[config.mk]
export PLATFORM = sky130hd
export DESIGN_NAME = fpu_sequencer
export DESIGN_NICKNAME = d
export VERILOG_FILES = /design/src/rtl/fpu_sequencer_pkg.sv /design/src/rtl/fpu_watchdog.sv /design/src/rtl/fpu_sequencer.sv
export SDC_FILE = /design/constraint.sdc
export NUM_CORES = 1
export LEC_CHECK = 0
export CORE_ASPECT_RATIO = 1.1
export CORE_MARGIN = 2
export CORE_UTILIZATION = 30
export CTS_CLUSTER_SIZE = 16
export DETAILED_ROUTE_END_ITERATION = 7
export PLACE_DENSITY = 0.68
export SETUP_SLACK_MARGIN = 0.1
export SYNTH_ARGS = -nofsm -noshare
export SYNTH_HDL_FRONTEND = slang
export SYNTH_SLANG_ARGS = --single-unit
[constraint.sdc]
create_clock -name i_clk -period 4 [get_ports i_clk]
set_input_delay 0.8 -clock i_clk [delete_from_list [all_inputs] [get_ports i_clk]]
set_output_delay 0.8 -clock i_clk [all_outputs]
set_load 0.02 [all_outputs]
[src/rtl/fpu_sequencer_pkg.sv]
// Shared definitions for the FP sequencer: opcodes, condition codes, FP field
// positions, the sequencer state encoding and the opcode legality check.
package fpu_sequencer_pkg;

    localparam logic [4:0] OPADDF = 5'h11;
    localparam logic [4:0] OPFTOI = 5'h12;
    localparam logic [4:0] OPITOF = 5'h13;
    localparam logic [4:0] OPMULF = 5'h14;
    localparam logic [4:0] OPRECF = 5'h15;
    localparam logic [4:0] OPSUBF = 5'h16;

    localparam logic [1:0] CC_AL = 2'd0;
    localparam logic [1:0] CC_S  = 2'd1;
    localparam logic [1:0] CC_NE = 2'd2;
    localparam logic [1:0] CC_EQ = 2'd3;

    localparam int FP_SIGN_BIT = 15;
    localparam int FP_EXP_MSB  = 14;
    localparam int FP_EXP_LSB  = 7;
    localparam int FP_MANT_MSB = 6;
    localparam int FP_MANT_LSB = 0;

    typedef enum logic [2:0] {
        ST_IDLE  = 3'd0,
        ST_ISSUE = 3'd1,
        ST_WAIT  = 3'd2,
        ST_WB    = 3'd3,
        ST_DRAIN = 3'd4
    } seq_state_t;

    // Also used by the stage-1 decoder to classify FP instructions.
    function automatic logic is_fp_op(input logic [4:0] op);
        return (op >= OPADDF) && (op <= OPSUBF);
    endfunction

endpackage

[src/rtl/fpu_watchdog.sv]
// Cycle counter bounding how long the sequencer waits for the FPU to finish.
module fpu_watchdog #(
    parameter int TIMEOUT = 64
) (
    input  logic i_clk,
    input  logic i_reset,
    input  logic i_clear,
    input  logic i_enable,
    output logic o_expired
);

    logic [7:0] r_count;

    always_ff @(posedge i_clk) begin
        if (i_reset || i_clear) begin
            r_count <= 8'd0;
        end else if (i_enable) begin
            r_count <= r_count + 8'd1;
        end
    end

    // Expires on the TIMEOUT-th enabled cycle after a clear.
    assign o_expired = i_enable && (r_count == 8'(TIMEOUT - 1));

endmodule

[src/rtl/fpu_sequencer.sv]
// Launches one FP instruction on the multi-cycle FPU, stalls stage 2 until it
// completes, and emits a single-cycle writeback; handles flush/illegal/timeout.
module fpu_sequencer
    import fpu_sequencer_pkg::*;
#(
    parameter int TIMEOUT = 64
) (
    input  logic        i_clk,
    input  logic        i_reset,
    input  logic        i_req_valid,
    input  logic [4:0]  i_req_op,
    input  logic [1:0]  i_req_cc,
    input  logic [3:0]  i_req_rd,
    input  logic [15:0] i_req_op1,
    input  logic [15:0] i_req_op2,
    input  logic        i_flush,
    output logic        o_stall,
    output logic        o_fpu_start,
    output logic [4:0]  o_fpu_instr,
    output logic [15:0] o_fpu_op1,
    output logic [15:0] o_fpu_op2,
    input  logic        i_fpu_done,
    input  logic [15:0] i_fpu_result,
    output logic        o_wb_valid,
    output logic [3:0]  o_wb_rd,
    output logic [15:0] o_wb_data,
    output logic        o_wb_setz,
    output logic        o_wb_jump,
    output logic        o_err_illegal,
    output logic        o_err_timeout,
    output logic [2:0]  o_dbg_state
);

    seq_state_t  r_state;
    seq_state_t  w_next;
    logic [4:0]  r_op;
    logic [1:0]  r_cc;
    logic [3:0]  r_rd;
    logic [15:0] r_op1;
    logic [15:0] r_op2;
    logic [15:0] r_wb_data;
    logic        r_err_illegal;
    logic        r_err_timeout;
    logic        w_legal;
    logic        w_accept;
    logic        w_busy_wait;
    logic        w_expired;
    logic        w_timeout;

    // Handshake: stage 2 holds req_* while i_req_valid=1; o_stall acts as
    // not-ready, and a request is taken on the edge where stall comes only
    // from the request itself (IDLE and legal opcode).
    assign w_legal     = is_fp_op(i_req_op);
    assign w_accept    = (r_state == ST_IDLE) && i_req_valid && w_legal;
    assign w_busy_wait = (r_state == ST_WAIT) || (r_state == ST_DRAIN);
    assign w_timeout   = w_busy_wait && !i_fpu_done && w_expired;

    fpu_watchdog #(.TIMEOUT(TIMEOUT)) u_watchdog (
        .i_clk     (i_clk),
        .i_reset   (i_reset),
        .i_clear   (r_state == ST_ISSUE),
        .i_enable  (w_busy_wait),
        .o_expired (w_expired)
    );

    always_comb begin
        w_next = r_state;
        case (r_state)
            ST_IDLE:  if (w_accept) w_next = ST_ISSUE;
            ST_ISSUE: w_next = i_flush ? ST_DRAIN : ST_WAIT;
            ST_WAIT: begin
                // A flush coinciding with done squashes the result outright.
                if (i_fpu_done)     w_next = i_flush ? ST_IDLE : ST_WB;
                else if (w_expired) w_next = ST_IDLE;
                else if (i_flush)   w_next = ST_DRAIN;
            end
            ST_WB:    w_next = ST_IDLE;
            ST_DRAIN: if (i_fpu_done || w_expired) w_next = ST_IDLE;
            default:  w_next = ST_IDLE;
        endcase
    end

    always_ff @(posedge i_clk) begin
        if (i_reset) begin
            r_state       <= ST_IDLE;
            r_op          <= 5'd0;
            r_cc          <= 2'd0;
            r_rd          <= 4'd0;
            r_op1         <= 16'd0;
            r_op2         <= 16'd0;
            r_wb_data     <= 16'd0;
            r_err_illegal <= 1'b0;
            r_err_timeout <= 1'b0;
        end else begin
            r_state       <= w_next;
            r_err_illegal <= (r_state == ST_IDLE) && i_req_valid && !w_legal;
            if (w_accept) begin
                r_op  <= i_req_op;
                r_cc  <= i_req_cc;
                r_rd  <= i_req_rd;
                r_op1 <= i_req_op1;
                r_op2 <= i_req_op2;
            end
            if ((r_state == ST_WAIT) && i_fpu_done && !i_flush) begin
                r_wb_data <= i_fpu_result;
            end
            if (w_timeout) begin
                r_err_timeout <= 1'b1;
            end
        end
    end

    assign o_stall       = (r_state != ST_IDLE) || (i_req_valid && w_legal);
    assign o_fpu_start   = (r_state == ST_ISSUE);
    assign o_fpu_instr   = r_op;
    assign o_fpu_op1     = r_op1;
    assign o_fpu_op2     = r_op2;
    assign o_wb_valid    = (r_state == ST_WB);
    assign o_wb_rd       = r_rd;
    assign o_wb_data     = r_wb_data;
    assign o_wb_setz     = (r_cc == CC_S);
    assign o_wb_jump     = (r_rd == 4'd15);
    assign o_err_illegal = r_err_illegal;
    assign o_err_timeout = r_err_timeout;
    assign o_dbg_state   = r_state;

endmodule
; ---- Yosys cells after proc, flatten, opt, wreduce, memory -nomap -nowiden
; Cells that the tools add are included.
[classes]
eq_ne = 10
n_reduce_logical = 20
addsub = 1
order_cmp = 2
muxes = 8
[op_table]
columns = cell, n
row1 = 2-to-1 mux 3 bit, 6
row2 = case mux 3 bit (4 select lines), 1
row3 = logical AND 1 bit, 10
row4 = adder 8 x 1 -> 8 bit (second input constant), 1
row5 = == test 8 x 6 -> 1 bit (second input constant), 1
row6 = == test 3 x 2 -> 1 bit (second input constant), 2
row7 = >= comparator 5 bit (second input constant), 1
row8 = <= comparator 5 bit (second input constant), 1
row9 = == test 4 bit (second input constant), 1
row10 = logical OR 1 bit, 4
row11 = != test 4 bit (second input constant), 1
row12 = == test 3 x 1 -> 1 bit (second input constant), 1
row13 = == test 3 bit (second input constant), 1
row14 = logical NOT 1 bit, 3
row15 = logical NOT 3 bit, 1
row16 = AND reduction 3 bit, 1
row17 = nonzero test 3 bit, 1
row18 = == test 2 x 1 -> 1 bit (second input constant), 1
row19 = 2-to-1 mux 2 bit, 1
row20 = != test 2 x 1 -> 1 bit (second input constant), 1
row21 = != test 2 bit (second input constant), 1
[word_totals]
input_bits = 64
word_cells = 51
ff_bits = 72

; ---- Depth between registers and ports, before layout
[depth]
depth_word = 6
depth_mapped = 6
depth_no_buf = 5

; ---- Hierarchy
; Synthesis repeated with hierarchy kept, for this count alone.
[unflattened]
hier_cells = 332
hier_area_um2 = 3223.1
[modules_own_cells]
columns = mod, area_each_um2, cells_per_inst, n_inst
row1 = fpu_sequencer, 2876.5, 294, 1
row2 = fpu_watchdog, 346.6, 38, 1

; ---- Least setup slack after synthesis
; No wires, ideal clock.
[synth_timing]
path_kind = input to output
start = input i_req_op[0]
end = output o_stall
n_path_buf = 0
arrival_ps = 1500
path_slack_ps = 1700
path_stages = 4
t_required_ps = 3200
cell_sequence = nor3_2 > nor4bb_4 > a21oi_1 > inv_1
[synth_via]
elab_chain_cells = 4
elab_cells_between_ends = 5
cone_classes = order compare (2) / reduce/logical (3)
[synth_lines]
columns = item, line_no
row1 = "start, declared", fpu_sequencer.sv:11  ; input logic [4:0] i_req_op,
row2 = >= comparator 5 bit or <= comparator 5 bit (tied branches), fpu_sequencer_pkg.sv:33  ; return (op >= OPADDF) && (op <= OPSUBF);
row3 = logical AND 1 bit (*), fpu_sequencer_pkg.sv:33
row4 = logical AND 1 bit (*), fpu_sequencer.sv:113  ; assign o_stall = (r_state != ST_IDLE) || (i_req_valid && w_legal);
row5 = logical OR 1 bit (*), fpu_sequencer.sv:113
row6 = "end, declared", fpu_sequencer.sv:17  ; output logic o_stall,
; Every way passes the cells marked *; elsewhere a longest branch is shown, timed or not.

; ---- Worst setup path in the final report
; Ends and elaborated chain as after synthesis.

==> impl_metrics.csv <==
group,metric,value,unit
outcome,status,"finished, final reports clean",
worst_setup_path,cpMostUsedCell,"clkdlybuf4s50_1",
global_route,grt_max_degree,75,
logic_synthesis,synth_edf_count,0,
global_route,grt_usage,0.1331,
sta,setup_tns,0,ns
cts,cts_buffers,9,
floorplanning,die_x,103.5,um
sta,setup_viol,0,
placement,port_buffers,130,
global_route,grt_pass1_vias,2630,
placement,gp_congestion,0.8312,
sta,whs,0.4509,ns
route,post_drt_wl_per_cell,12.61,um
placement,placed_area,4578,sq um
logic_synthesis,ys_seq_area_frac,0.4409,
cts,cts_hold_buf,0,
logic_synthesis,ys_ff_latch,72,
cts,ctsLongestPathBuffers,2,
worst_setup_path,r2r_setup_slack,2.16,ns
sta,maxSlewViolCount,0,
power_and_ir_drop,peakVddDrop,170.4,uV
worst_hold_path,hold_start,"o_wb_data[5]",
worst_setup_path,timing.rr.start,"o_dbg_state[0]",
cells_and_area,n_fill_cell,1000,
sta,final.min_clock_period,3.349,ns
worst_setup_path,worst_path_max_delay_cell,"clkdlybuf4s50_1",
logic_synthesis,syn_nets,413,
logic_synthesis,synth.mux.area_fraction,0.1290,
logic_synthesis,synth_top_family_by_area,"simple AND/OR/NAND/NOR gates",
power_and_ir_drop,power-per-cell-area,377.7,nW/um^2
cells_and_area,nets,532,
logic_synthesis,avgSynthCellArea,9.395,sq um
floorplanning,row_count,39,
run,cap_viol_max_count,0,
logic_synthesis,synthSimpleGateAreaFrac,0.2893,
logic_synthesis,synth_fa_ha_area_frac,0.003827,
cts,cts_tree,"done",
sta,tightest_slew,0.9488,ns
worst_setup_path,required,3.20,ns
worst_setup_path,crit_path_end_kind,"output port",
cells_and_area,seq_area,1441,sq um
placement,dp_hpwl,5.471,mm
sta,relSlewSlack,0.3674,
logic_synthesis,netlist_instances,348,
floorplanning,dieArea,11750,sq um
power_and_ir_drop,finalPower,1860,uW
cts,clock_latency,0.33,ns
global_route,antenna_found_initial,0,
route,avgViaCountPerCell,4.382,
cts,cts_resized,0,
floorplanning,io-pin-count,131,
route,drtPass1Iterations,4,
cells_and_area,final_area,4925,sq um
worst_setup_path,crit_type,"in -> out",
worst_setup_path,critPathBufInv,3,
global_route,grt-ovfl-total,0,
sta,clock_skew,0.006077,ns
route,drc,0,
logic_synthesis,ys_async_sr_fraction,0,
cells_and_area,multi_input_area,1632,sq um
cells_and_area,area_growth,50.63,%
worst_hold_path,hp-class,"reg -> reg",
worst_hold_path,hold_depth,2,
cells_and_area,drive_gt1_frac,0.05297,
worst_setup_path,critPathMaxStageDelay,0.60,ns
cts,clk_pin_slew,0.05,ns
logic_synthesis,yosys_warnings,0,
logic_synthesis,synth-xor-area-share,0.01607,
sta,fin_ws,0.6507,ns
route,wl,7.755,mm
cells_and_area,antennaDiodeCount,0,
global_route,grt_pass1_wl,12.82,mm
cts,cts_root_buf,"clkbuf_16",
worst_setup_path,timing.rr.end,"o_fpu_op1[14]",
logic_synthesis,synth_cell_type_count,41,
cts,postCtsSetupBuffers,0,
floorplanning,core_area,10490,sq um
sta,hold_viol_final,0,
floorplanning,start_util,0.3116,
logic_synthesis,synth_compound_area_frac,0.06085,
route,dr.first_iter.drc_count,65,
floorplanning,die_h,113.5,um
worst_setup_path,worstRegToRegCells,3,
sta,rsz0062_at_grt,"false",
worst_setup_path,path_cells,"clkdlybuf4s50_1 -> nor3_2 -> nor4bb_4 -> a21oi_1 -> inv_1 -> clkdlybuf4s50_1",
cts,htree_levels,3,
worst_setup_path,critPathTopFamily,"buffers and inverters",
route,ant_nets,0,
power_and_ir_drop,p_leak,0.001748,uW
sta,fin_crit_sh,0.8373,
worst_setup_path,worstPathArrival,2.55,ns
cts,clock-sinks,72,
sta,fmax,298.6,MHz
logic_synthesis,synth-main-ff-cell,"dfxtp_1",
worst_setup_path,crit_fanout,4,
worst_setup_path,startpoint_type,"input pin",
logic_synthesis,syn_area,3269,sq um
worst_hold_path,min_to,"o_wb_data[5]",
placement,place_ws,0.6471,ns
route,via_count,2695,
[area by class of cell]
type | instances | area share
clock buffers | 11 | 0.04929
clock inverters | 5 | 0.02109
inverters | 6 | 0.004573
multi-input cells | 247 | 0.3313
flip-flops and latches | 72 | 0.2927
well taps | 143 | 0.03633
repair buffers | 131 | 0.2647
[tightest hold or removal path, delay by kind of cell, from the launching register on]
kind             cells  cell delay (ns)
flip-flops           1             0.30
AND/OR/NAND/NOR      1             0.05
AO/OA/AOI/OAI        1             0.05
[report_power, final]
group / internal, uW / switching, uW
registers: 733 / 10.0
clock network: 626 / 295
logic: 118 / 78.1
[worst max-delay path by stage]
stage	start	end	cells past startpoint
6_report	i_req_op[0]	o_stall	6
3_3_place_gp	i_req_op[0]	o_stall	6
2_1_floorplan	i_req_op[0]	o_stall	4
3_5_place_dp	i_req_op[0]	o_stall	6
4_1_cts	i_req_op[0]	o_stall	6
5_1_grt	i_req_op[0]	o_stall	6
[through the flow]
step / std cells / util
global placement: 599 / 0.4364
CTS: 615 / 0.4694
global route: 615 / 0.4694
detailed placement: 599 / 0.4364
floorplan: 348 / -
finish: 615 / 0.4694
[cells by family (layout without fill, tap and decap cells)]
| logic type | count (synthesis) | count (layout) |
|---|---|---|
| muxes | 42 | 42 |
| and+or+nand+nor | 162 | 162 |
| DFF | 72 | 72 |
| buffers and inverters | 29 | 153 |
| adders and majority gates | 1 | 1 |
| AOI/OAI and AO/OA | 36 | 36 |
| xor gates and xnor gates | 6 | 6 |
[layer usage]
metal	GRT usage	vias up	wire, um	share of wire
li1	-	1390	-	-
met4	0.05676	0	74	0.0095
met5	0	-	0	0
met3	0.04286	9	582	0.075
met2	0.2119	90	3461	0.45
met1	0.1668	1206	3636	0.47
[cell usage after synthesis (2+ instances only)]
master,number,area share
nand2b_1,79,0.15
dfxtp_1,72,0.44
mux2i_1,41,0.13
nand2_1,35,0.040
a21oi_1,24,0.037
clkbuf_1,14,0.016
nor2_1,13,0.015
o21ai_0,7,0.011
inv_1,6,0.0069
xnor2_1,6,0.016
buf_12,5,0.031
nor3_1,5,0.0077
and3_1,4,0.0077
nand3_1,3,0.0046
nor2b_1,3,0.0057
or2b_1,3,0.0069
a32oi_1,2,0.0054
buf_2,2,0.0031
o21ba_1,2,0.0061
[sequential cells by signal, indices dropped and copies added (netlist names)]
name                flops
o_wb_rd                 4
o_err_illegal           1
r_cc                    2
o_wb_data              16
o_dbg_state             3
o_err_timeout           1
o_fpu_op2              16
o_fpu_op1              16
o_fpu_instr             5
u_watchdog.r_count      8
[placed cells by master (no fill, tap or decap), types with 2 or more instances in the layout]
cell type and n:
dfxtp_1 72, nor3_1 5, nor2b_1 3, clkdlybuf4s50_1 129, nor2_1 13, or2b_1 3
a32oi_1 2, mux2i_1 41, o21ba_1 2, a21oi_1 24, xnor2_1 6, and3_1 4
inv_1 6, nand3_1 3, nand2_1 35, clkbuf_16 9, nand2b_1 79, bufinv_16 3
o21ai_0 7
Power figures use the tool's default switching activity.
